==> config.mk <==
export PLATFORM = sky130hd
export DESIGN_NAME = branch_rs
export DESIGN_NICKNAME = d
export VERILOG_FILES = /design/src/rtl/branch_rs_pkg.sv /design/src/rtl/branch_rs_sel.sv /design/src/rtl/branch_rs.sv
export SDC_FILE = /design/constraint.sdc
export NUM_CORES = 1
export LEC_CHECK = 0
export ABC_AREA = 0
export BUFFER_PORTS_ARGS = -buffer_cell sky130_fd_sc_hd__buf_2
export CORE_MARGIN = 4
export CORE_UTILIZATION = 34
export DETAILED_ROUTE_END_ITERATION = 10
export GPL_ROUTABILITY_DRIVEN = 0
export SLEW_MARGIN = 10
export SYNTH_ARGS = -nofsm -noshare
export SYNTH_HDL_FRONTEND = slang
export SYNTH_SLANG_ARGS = --single-unit
==> constraint.sdc <==
create_clock -name clk -period 4.63 [get_ports clk]
set_clock_uncertainty 0.15 [all_clocks]
set_input_delay 0.926 -clock clk [delete_from_list [all_inputs] [get_ports clk]]
set_output_delay 0.926 -clock clk [all_outputs]
set_load 0.005 [all_outputs]
==> src/rtl/branch_rs_pkg.sv <==
// Shared datapath constants for the branch reservation station.
//   ENABLE/DISABLE   : single-bit control levels
//   TAG_FREE         : rename tag meaning "operand value is ready"
//   *_BUS_W          : default datapath widths (data, instruction address, opcode, tag)
//   br_op_e          : conditional branch opcode encodings
package branch_rs_pkg;

  localparam logic ENABLE  = 1'b1;
  localparam logic DISABLE = 1'b0;

  localparam int unsigned DATA_BUS_W      = 32;
  localparam int unsigned INST_ADDR_BUS_W = 32;
  localparam int unsigned OP_BUS_W        = 6;
  localparam int unsigned TAG_BUS_W       = 4;

  localparam logic [TAG_BUS_W-1:0] TAG_FREE = '0;

  typedef enum logic [OP_BUS_W-1:0] {
    OP_BEQ  = 6'h10,
    OP_BNE  = 6'h11,
    OP_BLT  = 6'h12,
    OP_BGE  = 6'h13,
    OP_BLTU = 6'h14,
    OP_BGEU = 6'h15
  } br_op_e;

endpackage

==> src/rtl/branch_rs_sel.sv <==
// Lowest-index priority encoder.
//   req   : request vector
//   idx   : index of the lowest set bit (0 when none set)
//   found : at least one request bit is set
module branch_rs_sel #(
  parameter int unsigned N  = 4,
  parameter int unsigned IW = (N > 1) ? $clog2(N) : 1
) (
  input  logic [N-1:0]  req,
  output logic [IW-1:0] idx,
  output logic          found
);

  always_comb begin
    found = 1'b0;
    idx   = '0;
    for (int unsigned i = 0; i < N; i++) begin
      if (!found && req[i]) begin
        found = 1'b1;
        idx   = IW'(i);
      end
    end
  end

endmodule

==> src/rtl/branch_rs.sv <==
// Branch reservation station.
// Holds dispatched conditional branches until both operands are known,
// snooping the ALU and LS common data buses, and issues at most one ready
// branch per cycle through registered br_* outputs.
//   clk, rst           : clock, synchronous active-high reset
//   disp_*             : dispatch interface; rs_full (comb) = no free slot
//   alu_cdb_*, ls_cdb_*: result broadcasts (tag + data)
//   mis_taken          : misprediction flush, clears all entries
//   br_*               : registered issue interface to the branch unit
module branch_rs
  import branch_rs_pkg::*;
#(
  parameter int unsigned ENTRIES = 4,
  parameter int unsigned DATA_W  = DATA_BUS_W,
  parameter int unsigned ADDR_W  = INST_ADDR_BUS_W,
  parameter int unsigned TAG_W   = TAG_BUS_W,
  parameter int unsigned OP_W    = OP_BUS_W,
  parameter int unsigned BNUM_W  = 2
) (
  input  logic              clk,
  input  logic              rst,
  input  logic              disp_en,
  input  logic [OP_W-1:0]   disp_op,
  input  logic [DATA_W-1:0] disp_imm,
  input  logic [ADDR_W-1:0] disp_pc,
  input  logic [BNUM_W-1:0] disp_bnum,
  input  logic [DATA_W-1:0] disp_valo,
  input  logic [DATA_W-1:0] disp_valt,
  input  logic [TAG_W-1:0]  disp_tago,
  input  logic [TAG_W-1:0]  disp_tagt,
  output logic              rs_full,
  input  logic              alu_cdb_en,
  input  logic [TAG_W-1:0]  alu_cdb_tag,
  input  logic [DATA_W-1:0] alu_cdb_data,
  input  logic              ls_cdb_en,
  input  logic [TAG_W-1:0]  ls_cdb_tag,
  input  logic [DATA_W-1:0] ls_cdb_data,
  input  logic              mis_taken,
  output logic              br_work_en,
  output logic [DATA_W-1:0] br_operand_o,
  output logic [DATA_W-1:0] br_operand_t,
  output logic [OP_W-1:0]   br_op,
  output logic [DATA_W-1:0] br_imm,
  output logic [ADDR_W-1:0] br_pc,
  output logic [BNUM_W-1:0] br_bnum
);

  localparam int unsigned IW = (ENTRIES > 1) ? $clog2(ENTRIES) : 1;
  localparam logic [TAG_W-1:0] TAG_NONE = TAG_W'(TAG_FREE);

  logic [ENTRIES-1:0] valid;
  logic [OP_W-1:0]    op_q   [ENTRIES];
  logic [DATA_W-1:0]  imm_q  [ENTRIES];
  logic [ADDR_W-1:0]  pc_q   [ENTRIES];
  logic [BNUM_W-1:0]  bnum_q [ENTRIES];
  logic [DATA_W-1:0]  valo_q [ENTRIES];
  logic [DATA_W-1:0]  valt_q [ENTRIES];
  logic [TAG_W-1:0]   tago_q [ENTRIES];
  logic [TAG_W-1:0]   tagt_q [ENTRIES];

  logic [ENTRIES-1:0] free_vec, ready_vec;
  logic [IW-1:0]      free_idx, rdy_idx;
  logic               free_found, rdy_found;

  logic [DATA_W-1:0]  d_valo, d_valt;
  logic [TAG_W-1:0]   d_tago, d_tagt;

  always_comb begin
    free_vec  = '0;
    ready_vec = '0;
    for (int unsigned i = 0; i < ENTRIES; i++) begin
      free_vec[i]  = ~valid[i];
      ready_vec[i] = valid[i] && (tago_q[i] == TAG_NONE) && (tagt_q[i] == TAG_NONE);
    end
  end

  branch_rs_sel #(.N(ENTRIES), .IW(IW)) u_free_sel (
    .req   (free_vec),
    .idx   (free_idx),
    .found (free_found)
  );

  branch_rs_sel #(.N(ENTRIES), .IW(IW)) u_rdy_sel (
    .req   (ready_vec),
    .idx   (rdy_idx),
    .found (rdy_found)
  );

  assign rs_full = ~free_found;

  // Operands broadcast in the dispatch cycle are captured directly; ALU wins on a tag tie.
  always_comb begin
    d_valo = disp_valo;
    d_tago = disp_tago;
    d_valt = disp_valt;
    d_tagt = disp_tagt;
    if (disp_tago != TAG_NONE) begin
      if (alu_cdb_en && alu_cdb_tag == disp_tago) begin
        d_valo = alu_cdb_data;
        d_tago = TAG_NONE;
      end else if (ls_cdb_en && ls_cdb_tag == disp_tago) begin
        d_valo = ls_cdb_data;
        d_tago = TAG_NONE;
      end
    end
    if (disp_tagt != TAG_NONE) begin
      if (alu_cdb_en && alu_cdb_tag == disp_tagt) begin
        d_valt = alu_cdb_data;
        d_tagt = TAG_NONE;
      end else if (ls_cdb_en && ls_cdb_tag == disp_tagt) begin
        d_valt = ls_cdb_data;
        d_tagt = TAG_NONE;
      end
    end
  end

  // The free slot is invalid and the ready slot is valid, so dispatch, snoop
  // and issue never target the same entry within one edge.
  always_ff @(posedge clk) begin
    if (rst) begin
      valid        <= '0;
      br_work_en   <= DISABLE;
      br_operand_o <= '0;
      br_operand_t <= '0;
      br_op        <= '0;
      br_imm       <= '0;
      br_pc        <= '0;
      br_bnum      <= '0;
    end else if (mis_taken) begin
      valid      <= '0;
      br_work_en <= DISABLE;
    end else begin
      for (int unsigned i = 0; i < ENTRIES; i++) begin
        if (valid[i] && tago_q[i] != TAG_NONE) begin
          if (alu_cdb_en && alu_cdb_tag == tago_q[i]) begin
            valo_q[i] <= alu_cdb_data;
            tago_q[i] <= TAG_NONE;
          end else if (ls_cdb_en && ls_cdb_tag == tago_q[i]) begin
            valo_q[i] <= ls_cdb_data;
            tago_q[i] <= TAG_NONE;
          end
        end
        if (valid[i] && tagt_q[i] != TAG_NONE) begin
          if (alu_cdb_en && alu_cdb_tag == tagt_q[i]) begin
            valt_q[i] <= alu_cdb_data;
            tagt_q[i] <= TAG_NONE;
          end else if (ls_cdb_en && ls_cdb_tag == tagt_q[i]) begin
            valt_q[i] <= ls_cdb_data;
            tagt_q[i] <= TAG_NONE;
          end
        end
      end

      br_work_en <= rdy_found ? ENABLE : DISABLE;
      if (rdy_found) begin
        br_operand_o   <= valo_q[rdy_idx];
        br_operand_t   <= valt_q[rdy_idx];
        br_op          <= op_q[rdy_idx];
        br_imm         <= imm_q[rdy_idx];
        br_pc          <= pc_q[rdy_idx];
        br_bnum        <= bnum_q[rdy_idx];
        valid[rdy_idx] <= 1'b0;
      end

      if (disp_en && free_found) begin
        valid[free_idx]  <= 1'b1;
        op_q[free_idx]   <= disp_op;
        imm_q[free_idx]  <= disp_imm;
        pc_q[free_idx]   <= disp_pc;
        bnum_q[free_idx] <= disp_bnum;
        valo_q[free_idx] <= d_valo;
        tago_q[free_idx] <= d_tago;
        valt_q[free_idx] <= d_valt;
        tagt_q[free_idx] <= d_tagt;
      end
    end
  end

endmodule

==> results of run 1 <==
stage by stage:
step | instances | total power, mW | setup slack [ns]
2_1_floorplan | 2504 | 7.683 | 0.07172
3_3_place_gp | 4000 | 8.009 | 0.8104
3_5_place_dp | 4000 | 8.020 | 0.7567
4_1_cts | 4158 | 14.89 | 1.094
5_1_grt | 4158 | 15.23 | 1.035
6_report | 4164 | 14.74 | 1.034
layout by cell type (no fill, tap or decap), types with 7 or more instances in the layout:
cell type | synthesis | final
nand2_1 | 36 | 33
mux2_1 | 59 | 59
clkbuf_8 | 0 | 12
buf_12 | 0 | 16
bufinv_16 | 0 | 7
a211oi_1 | 121 | 121
edfxtp_1 | 576 | 576
clkbuf_1 | 133 | 25
buf_2 | 64 | 357
a211oi_2 | 15 | 15
mux2_2 | 17 | 17
buf_4 | 16 | 37
a222oi_1 | 61 | 61
clkbuf_16 | 0 | 87
clkinv_2 | 0 | 9
nand3_1 | 15 | 14
nor3_1 | 138 | 138
nor4_1 | 11 | 11
mux2i_1 | 512 | 512
o221a_2 | 136 | 136
nor2_1 | 180 | 179
clkinv_1 | 0 | 8
xnor2_1 | 51 | 51
mux2_4 | 60 | 60
xor2_1 | 29 | 29
dfxtp_1 | 141 | 141
power by group:
part	switching (mW)	internal (mW)
logic	0.544	0.300
clock network	2.79	4.07
registers	0.0180	7.03
routing by layer:
metal / vias up / wire length [um]
met2: 867 / 53550
li1: 10250 / -
met1: 11510 / 45490
met4: 6 / 3094
met3: 180 / 8343
met5: - / 47
worst register-to-register path: cells and delay by family (launching register included):
| kind | cells | cell delay [ns] |
|---|---|---|
| and+or+nand+nor | 4 | 0.91 |
| AOI/OAI and AO/OA | 2 | 1.32 |
| DFF | 1 | 0.43 |
| buffers and inverters | 1 | 0.63 |
kinds of logic (layout without fill, tap and decap cells):
| logic type | count (synthesis) | after routing | share of synthesized area |
|---|---|---|---|
| simple gates | 424 | 424 | 0.06084 |
| xor+xnor | 80 | 80 | 0.02026 |
| mux | 648 | 648 | 0.1989 |
| buf+inv | 283 | 580 | 0.04019 |
| flops | 717 | 717 | 0.5816 |
| compound gates | 352 | 352 | 0.09813 |
| other cells | 0 | 6 | 0 |
path summary, 6_finish.rpt:
kind,startpoint,end,slack [ns],depth (start not counted)
hold reg to reg,br_operand_t[18],br_operand_t[18],0.33,2
setup reg to reg,tago_q[2][1],br_operand_o[9],1.03,7
setup / recovery,tago_q[2][1],br_operand_o[9],1.03,7
hold / removal,br_operand_t[18],br_operand_t[18],0.33,2
area by class of cell:
| type | count | area share |
|---|---|---|
| sequential | 717 | 0.4986 |
| multi-input combinational | 1504 | 0.3272 |
| clock buffer | 124 | 0.06037 |
| timing repair buffer | 412 | 0.05965 |
| tap | 1357 | 0.04207 |
| clock inverter | 34 | 0.01057 |
| inverter | 10 | 0.001209 |
| antenna | 6 | 0.0003721 |
sequential cells by signal (all words and copies together) (netlist names):
name and flops:
br_pc 32, valt_q 128, br_operand_o 32, valo_q 128
br_imm 32, br_operand_t 32, pc_q 128, tago_q 16
br_bnum 2, op_q 24, bnum_q 8, br_work_en 1
valid 4, br_op 6, tagt_q 16, imm_q 128
==> reports/summary.log, run 1 <==
qor: timing.report.final.setup_viol 0
qor: yosys.async_flop_share 0
qor: critical_path.critPathKind flip-flop to flip-flop
qor: clock_tree.clk_pin_slew_worst_paths 0.06 ns
qor: routing.route.antenna.remaining_nets 0
qor: yosys.yosysMostFrequentCell edfxtp_1
qor: timing.timing_hold_violations_final 0
qor: yosys.synth.top_cells.by_area edfxtp_1 50%, mux2i_1 15%, dfxtp_1 8.2%
qor: cells_and_area.post-route-util 0.4012
qor: cells_and_area.sequential_cell_area 0.02012 sq mm
qor: timing.final.hold.worst_slack 0.3344 ns
qor: yosys.post_syn_instances 2504
qor: routing.drtIter0Drc 1914
qor: global_route.globalRoute.totalOverflow 0
qor: yosys.synthDistinctLibCells 52
qor: cells_and_area.fraction_of_final_layout_cells_with_drive_strength_greater_than_1 0.2899
qor: global_route.global_route.usage.met1 0.2575
qor: yosys.post-synth-top-area-fraction 0.5000
qor: yosys.synth_ff_type edfxtp_1
qor: timing.fmax 278.1 MHz
qor: critical_path.startpoint_class_of_the_critical_path flip-flop
qor: routing.wl_per_cell 26.54 um
qor: global_route.met2_usage 0.3341
qor: clock_tree.post_cts_buffers 0
qor: global_route.global_route_met3_usage 0.04321
qor: global_route.most_heavily_used_metal_layer_in_global_routing met2
qor: critical_path.critical-path-max-stage-delay 0.82 ns
qor: power_and_ir_drop.peakVddDrop 0.2646 mV
qor: floorplan.start_util 0.3439
qor: clock_tree.clockRootBuffer clkbuf_16
qor: power_and_ir_drop.pwr_density 365.3 mW/mm^2
qor: run.reported_max_cap_violation_count 0
qor: critical_path.cp_top_family compound AO/OA/AOI/OAI gates
qor: global_route.number_of_global_route_vias_before_repair 22950
qor: placement.place.detailed.hpwl 66.17 mm
qor: global_route.antenna_violations_before_repair 9
qor: timing.maxSlewHeadroom 0.2484
qor: cells_and_area.multi_input_area 0.01320 sq mm
qor: routing.drt-vias-per-instance 5.477
qor: floorplan.fp.dieH 327.0 um
qor: critical_path.critical_path.slowest_cell a211oi_1
qor: yosys.synth-seq-area-share 0.5816
qor: floorplan.die_w 327.0 um
qor: status.outcome completed
qor: clock_tree.buffer_depth_of_the_longest_clock_path 3
qor: timing.finalCriticalPeriod 3.596 ns
qor: yosys.synth_enable_flop_cells 576
qor: cells_and_area.final_area 0.04036 sq mm
qor: power_and_ir_drop.total_leakage_power 15.02 nW
qor: yosys.synthDominantAreaCellType edfxtp_1
qor: cells_and_area.final_net_count 2951
qor: routing.finalWirelength 110.5 mm
qor: global_route.globalRouteTotalUtil 0.1992
qor: routing.drt_first_pass_iters 9
qor: critical_path.timing.critical_path.required 4.99 ns
qor: yosys.synth_top_cells_by_count 576 x edfxtp_1, 512 x mux2i_1, 180 x nor2_1, 141 x dfxtp_1, 138 x nor3_1
qor: floorplan.row_count 116
qor: clock_tree.insertion_delay 0.66 ns
qor: global_route.grt_pass1_wl 159.4 mm
qor: critical_path.critical_path_buf_inv_count 1
qor: timing.finalMaxSlewViolations 0
qor: clock_tree.clock_sinks 717
qor: clock_tree.cts_tree built
qor: critical_path.critPathMaxFanout 139
qor: critical_path.timing.critical_path.cells nor4_2 > nand3_4 > buf_12 > nand2_8 > o221a_2 > a211oi_1 > nor3_1
qor: clock_tree.cts-buffers-inserted 84
qor: floorplan.design.portCount 360
qor: floorplan.dieArea 0.1069 sq mm
qor: critical_path.worst_ep_arrival_time 3.95 ns
qor: yosys.synth_warnings 0
qor: timing.tns 0 ns
qor: clock_tree.cts_hold_repair.buffers 0
qor: timing.rsz0062_at_grt false
qor: yosys.syn_nets 2726
qor: hold_path.worstHoldPathType flip-flop to flip-flop
qor: yosys.post_syn_area 0.03459 sq mm
qor: routing.post-route-drc-count 0
qor: placement.buffer_ports.inserted 359
qor: clock_tree.cts.repair.resized 0
qor: clock_tree.clock_tree.htree_level_count 3
qor: yosys.ys_ff_latch 717
qor: global_route.grt_start_max_net_pins 140
qor: critical_path.setup_crit_end_kind flip-flop
qor: yosys.synth_area_per_cell 13.81 sq um
qor: timing.worst-slew-pin-transition 1.127 ns
qor: floorplan.core-area 0.1006 sq mm
qor: timing.final_min_period_over_clock_period 0.7766
qor: cells_and_area.area.growth.synth_to_final 16.66%
qor: cells_and_area.layout.filler_cells 9498
qor: placement.place_area 0.03748 sq mm
qor: routing.num_vias 22810
No activity file was read; power rests on OpenSTA's default activity.
==> inputs of run 2 (changes only) <==
==> constraint.sdc (replaced) <==
create_clock -name clk -period 3 [get_ports clk]
set_clock_uncertainty 0.15 [all_clocks]
set_input_delay 0.6 -clock clk [delete_from_list [all_inputs] [get_ports clk]]
set_output_delay 0.6 -clock clk [all_outputs]
set_load 0.005 [all_outputs]
==> run 2 against run 1 <==
Against the previous run: count of clock-buffer cells in the layout down 1; sequential share of layout area down 2.3 points; first-iteration DRC count up 6.2%; utilization up 1.9 points; global-route usage up 0.41 points; cell count up 4.3%; combinational power up 74%; critical path depth up 2; hold slack worse by 0.28 ns; via count up 4.0%.
==> reports/summary.log, run 2 (synthesis gave the netlist of run 1 again) <==
qor: cells_and_area.leading_cell_types_in_the_layout_fill_and_taps_excluded 576 x edfxtp_1, 512 x mux2i_1, 357 x buf_2, 179 x nor2_1, 141 x dfxtp_1 [unchanged]
qor: critical_path.worst_ep_arrival_time 3.21 ns [was 3.95 ns]
qor: critical_path.critical_path.slowest_cell nor4_2 [was a211oi_1]
qor: timing.report.final.setup_viol 0 [unchanged]
qor: routing.wl_per_cell 25.82 um [was 26.54 um]
qor: cells_and_area.area.growth.synth_to_final 22.33% [was 16.66%]
qor: placement.place_area 0.03885 sq mm [was 0.03748 sq mm]
qor: timing.final.hold.worst_slack 0.05857 ns [was 0.3344 ns]
qor: global_route.grt_pass1_wl 163.5 mm [was 159.4 mm]
qor: critical_path.critical_path_buf_inv_count 3 [was 1]
qor: placement.buffer_ports.inserted 359 [unchanged]
qor: critical_path.timing.critical_path.required 3.32 ns [was 4.99 ns]
qor: routing.drtIter0Drc 2032 [was 1914]
qor: global_route.globalRouteTotalUtil 0.2033 [was 0.1992]
qor: power_and_ir_drop.peakVddDrop 0.3669 mV [was 0.2646 mV]
qor: floorplan.fp.dieH 327.0 um [unchanged]
qor: clock_tree.cts_tree built [unchanged]
qor: timing.rsz0062_at_grt false [unchanged]
qor: floorplan.row_count 116 [unchanged]
qor: floorplan.design.portCount 360 [unchanged]
qor: hold_path.hold-path-cell-count 1 [was 2]
qor: hold_path.worstHoldPathType input pin to flip-flop [was flip-flop to flip-flop]
qor: cells_and_area.sequential_cell_area 0.02012 sq mm [unchanged]
qor: critical_path.crit_path_frequent_cell buf_12
qor: status.outcome completed [unchanged]
qor: timing.worst-slew-pin-transition 1.151 ns [was 1.127 ns]
qor: cells_and_area.multi_input_area 0.01325 sq mm [was 0.01320 sq mm]
qor: critical_path.critical-path-max-stage-delay 0.48 ns [was 0.82 ns]
qor: power_and_ir_drop.total_leakage_power 15.97 nW [was 15.02 nW]
qor: critical_path.critPathKind flip-flop to flip-flop [unchanged]
qor: floorplan.dieArea 0.1069 sq mm [unchanged]
qor: critical_path.critPathMaxFanout 19 [was 139]
qor: cells_and_area.final_net_count 3134 [was 2951]
qor: clock_tree.clock_tree.htree_level_count 3 [unchanged]
qor: cells_and_area.final_area 0.04232 sq mm [was 0.04036 sq mm]
qor: routing.finalWirelength 112.1 mm [was 110.5 mm]
qor: global_route.antenna_violations_before_repair 5 [was 9]
qor: critical_path.timing.critical_path.cells nor4_2 > nand3_1 > nand4_1 > buf_12 > buf_12 > mux2_1 > a211oi_1 > buf_4 > nor3_1 [was nor4_2 > nand3_4 > buf_12 > nand2_8 > o221a_2 > a211oi_1 > nor3_1]
qor: critical_path.critPathLaunch tagt_q[0][2] [was tago_q[2][1]]
qor: global_route.grt_start_max_net_pins 138 [was 140]
qor: timing.timing_hold_violations_final 0 [unchanged]
qor: critical_path.rr_endpoint br_operand_o[26] [was br_operand_o[9]]
qor: timing.maxSlewHeadroom 0.2324 [was 0.2484]
qor: timing.tns 0 ns [unchanged]
qor: placement.place.detailed.hpwl 69.60 mm [was 66.17 mm]
qor: clock_tree.insertion_delay 0.65 ns [was 0.66 ns]
qor: hold_path.hold_start disp_imm[27] [was br_operand_t[18]]
qor: routing.num_vias 23720 [was 22810]
qor: hold_path.min_delay_worst_endpoint imm_q[1][27] [was br_operand_t[18]]
qor: critical_path.startpoint_class_of_the_critical_path flip-flop [unchanged]
qor: clock_tree.clockRootBuffer clkbuf_16 [unchanged]
qor: power_and_ir_drop.pwr_density 534.1 mW/mm^2 [was 365.3 mW/mm^2]
qor: clock_tree.clk_pin_slew_worst_paths 0.06 ns [about the same]
qor: critical_path.ff2ff_setup_slack 0.11 ns [was 1.03 ns]
qor: timing.finalCriticalPeriod 2.892 ns [was 3.596 ns]
qor: power_and_ir_drop.finalPower 22.60 mW [was 14.74 mW]
qor: clock_tree.buffer_depth_of_the_longest_clock_path 3 [unchanged]
qor: cells_and_area.layout.filler_cells 9261 [was 9498]
qor: cells_and_area.fraction_of_final_layout_cells_with_drive_strength_greater_than_1 0.3125 [was 0.2899]
qor: timing.fmax 345.8 MHz [was 278.1 MHz]
qor: critical_path.worstReg2RegStart tagt_q[0][2] [was tago_q[2][1]]
qor: global_route.number_of_global_route_vias_before_repair 24330 [was 22950]
qor: critical_path.cp_top_family simple AND/OR/NAND/NOR gates [was compound AO/OA/AOI/OAI gates]
qor: floorplan.start_util 0.3439 [unchanged]
qor: timing.final_min_period_over_clock_period 0.9638 [was 0.7766]
qor: clock_tree.cts-buffers-inserted 83 [was 84]
qor: critical_path.setup_crit_end_kind flip-flop [unchanged]
qor: global_route.globalRoute.totalOverflow 0 [unchanged]
qor: routing.drt-vias-per-instance 5.463 [was 5.477]
qor: cells_and_area.layout_commonest_cell edfxtp_1 [unchanged]
qor: floorplan.core-area 0.1006 sq mm [unchanged]
qor: routing.post-route-drc-count 0 [unchanged]
qor: critical_path.timing.reg2reg.worst_path_depth 9 [was 7]
qor: clock_tree.clock_sinks 717 [unchanged]
qor: run.reported_max_cap_violation_count 0 [unchanged]
qor: timing.finalMaxSlewViolations 0 [unchanged]
qor: floorplan.die_w 327.0 um [unchanged]
qor: routing.drt_first_pass_iters 9 [unchanged]
qor: routing.route.antenna.remaining_nets 0 [unchanged]
[run 2: changes by cell type in the layout (fill, tap and decap cells not counted), moves of 4 or more]
cell,previous run,this run
clkbuf_16,87,91
buf_4,37,119
a211o_4,0,4
bufinv_16,7,3
buf_12,16,52
dlygate4sd3_1,0,66
clkinvlp_4,2,8
a211o_2,4,0
[run 2: area by class of cell]
cell class,count,area share
Sequential cell,717,0.4755
Multi-Input combinational cell,1504,0.3130
Timing Repair Buffer,596,0.1041
Clock buffer,123,0.05902
Tap cell,1357,0.04012
Clock inverter,32,0.006860
Inverter,10,0.001242
Antenna cell,3,0.0001774
[run 2: power breakdown]
group          total [mW]  switching, mW  internal (mW)
clock                10.3           4.20           6.06
sequential           10.9         0.0282           10.8
combinational        1.47          0.874          0.595
total                22.6           5.10           17.5
[run 2: how the worst max path moves through the flow]
stage	to	depth (start not counted)
final	br_operand_o[26]	9
after detailed placement	valo_q[2][13]	9
after CTS	br_operand_o[26]	9
after floorplan	tagt_q[3][0]	6
after global placement	valo_q[2][29]	9
after global routing	br_operand_o[26]	9
[run 2: metrics by stage]
stage          instances  utilization  setup slack, ns
3_3_place_gp        4118       0.3863          -0.1327
4_1_cts             4339       0.4205          0.09065
3_5_place_dp        4118       0.3863          -0.1317
6_report            4342       0.4207           0.1085
2_1_floorplan       2504            -          -0.1224
5_1_grt             4340       0.4207          0.01565
[run 2: per-layer routing]
layer / vias to the layer above / wire [um] / GRT usage
li1: 10620 / - / -
met1: 12040 / 47160 / 0.2619
met2: 885 / 54670 / 0.3459
met3: 171 / 7483 / 0.03982
met4: 4 / 2788 / 0.06320
met5: - / 23 / 0
[run 2: what timing repair did]
action / in CTS / in global routing
buffers inserted: 0 / 0
endpoints found under the hold margin: 256 / 0
endpoints found under the setup margin: 0 / 2
resized for setup: 0 / 1
hold buffers: 66 / 0
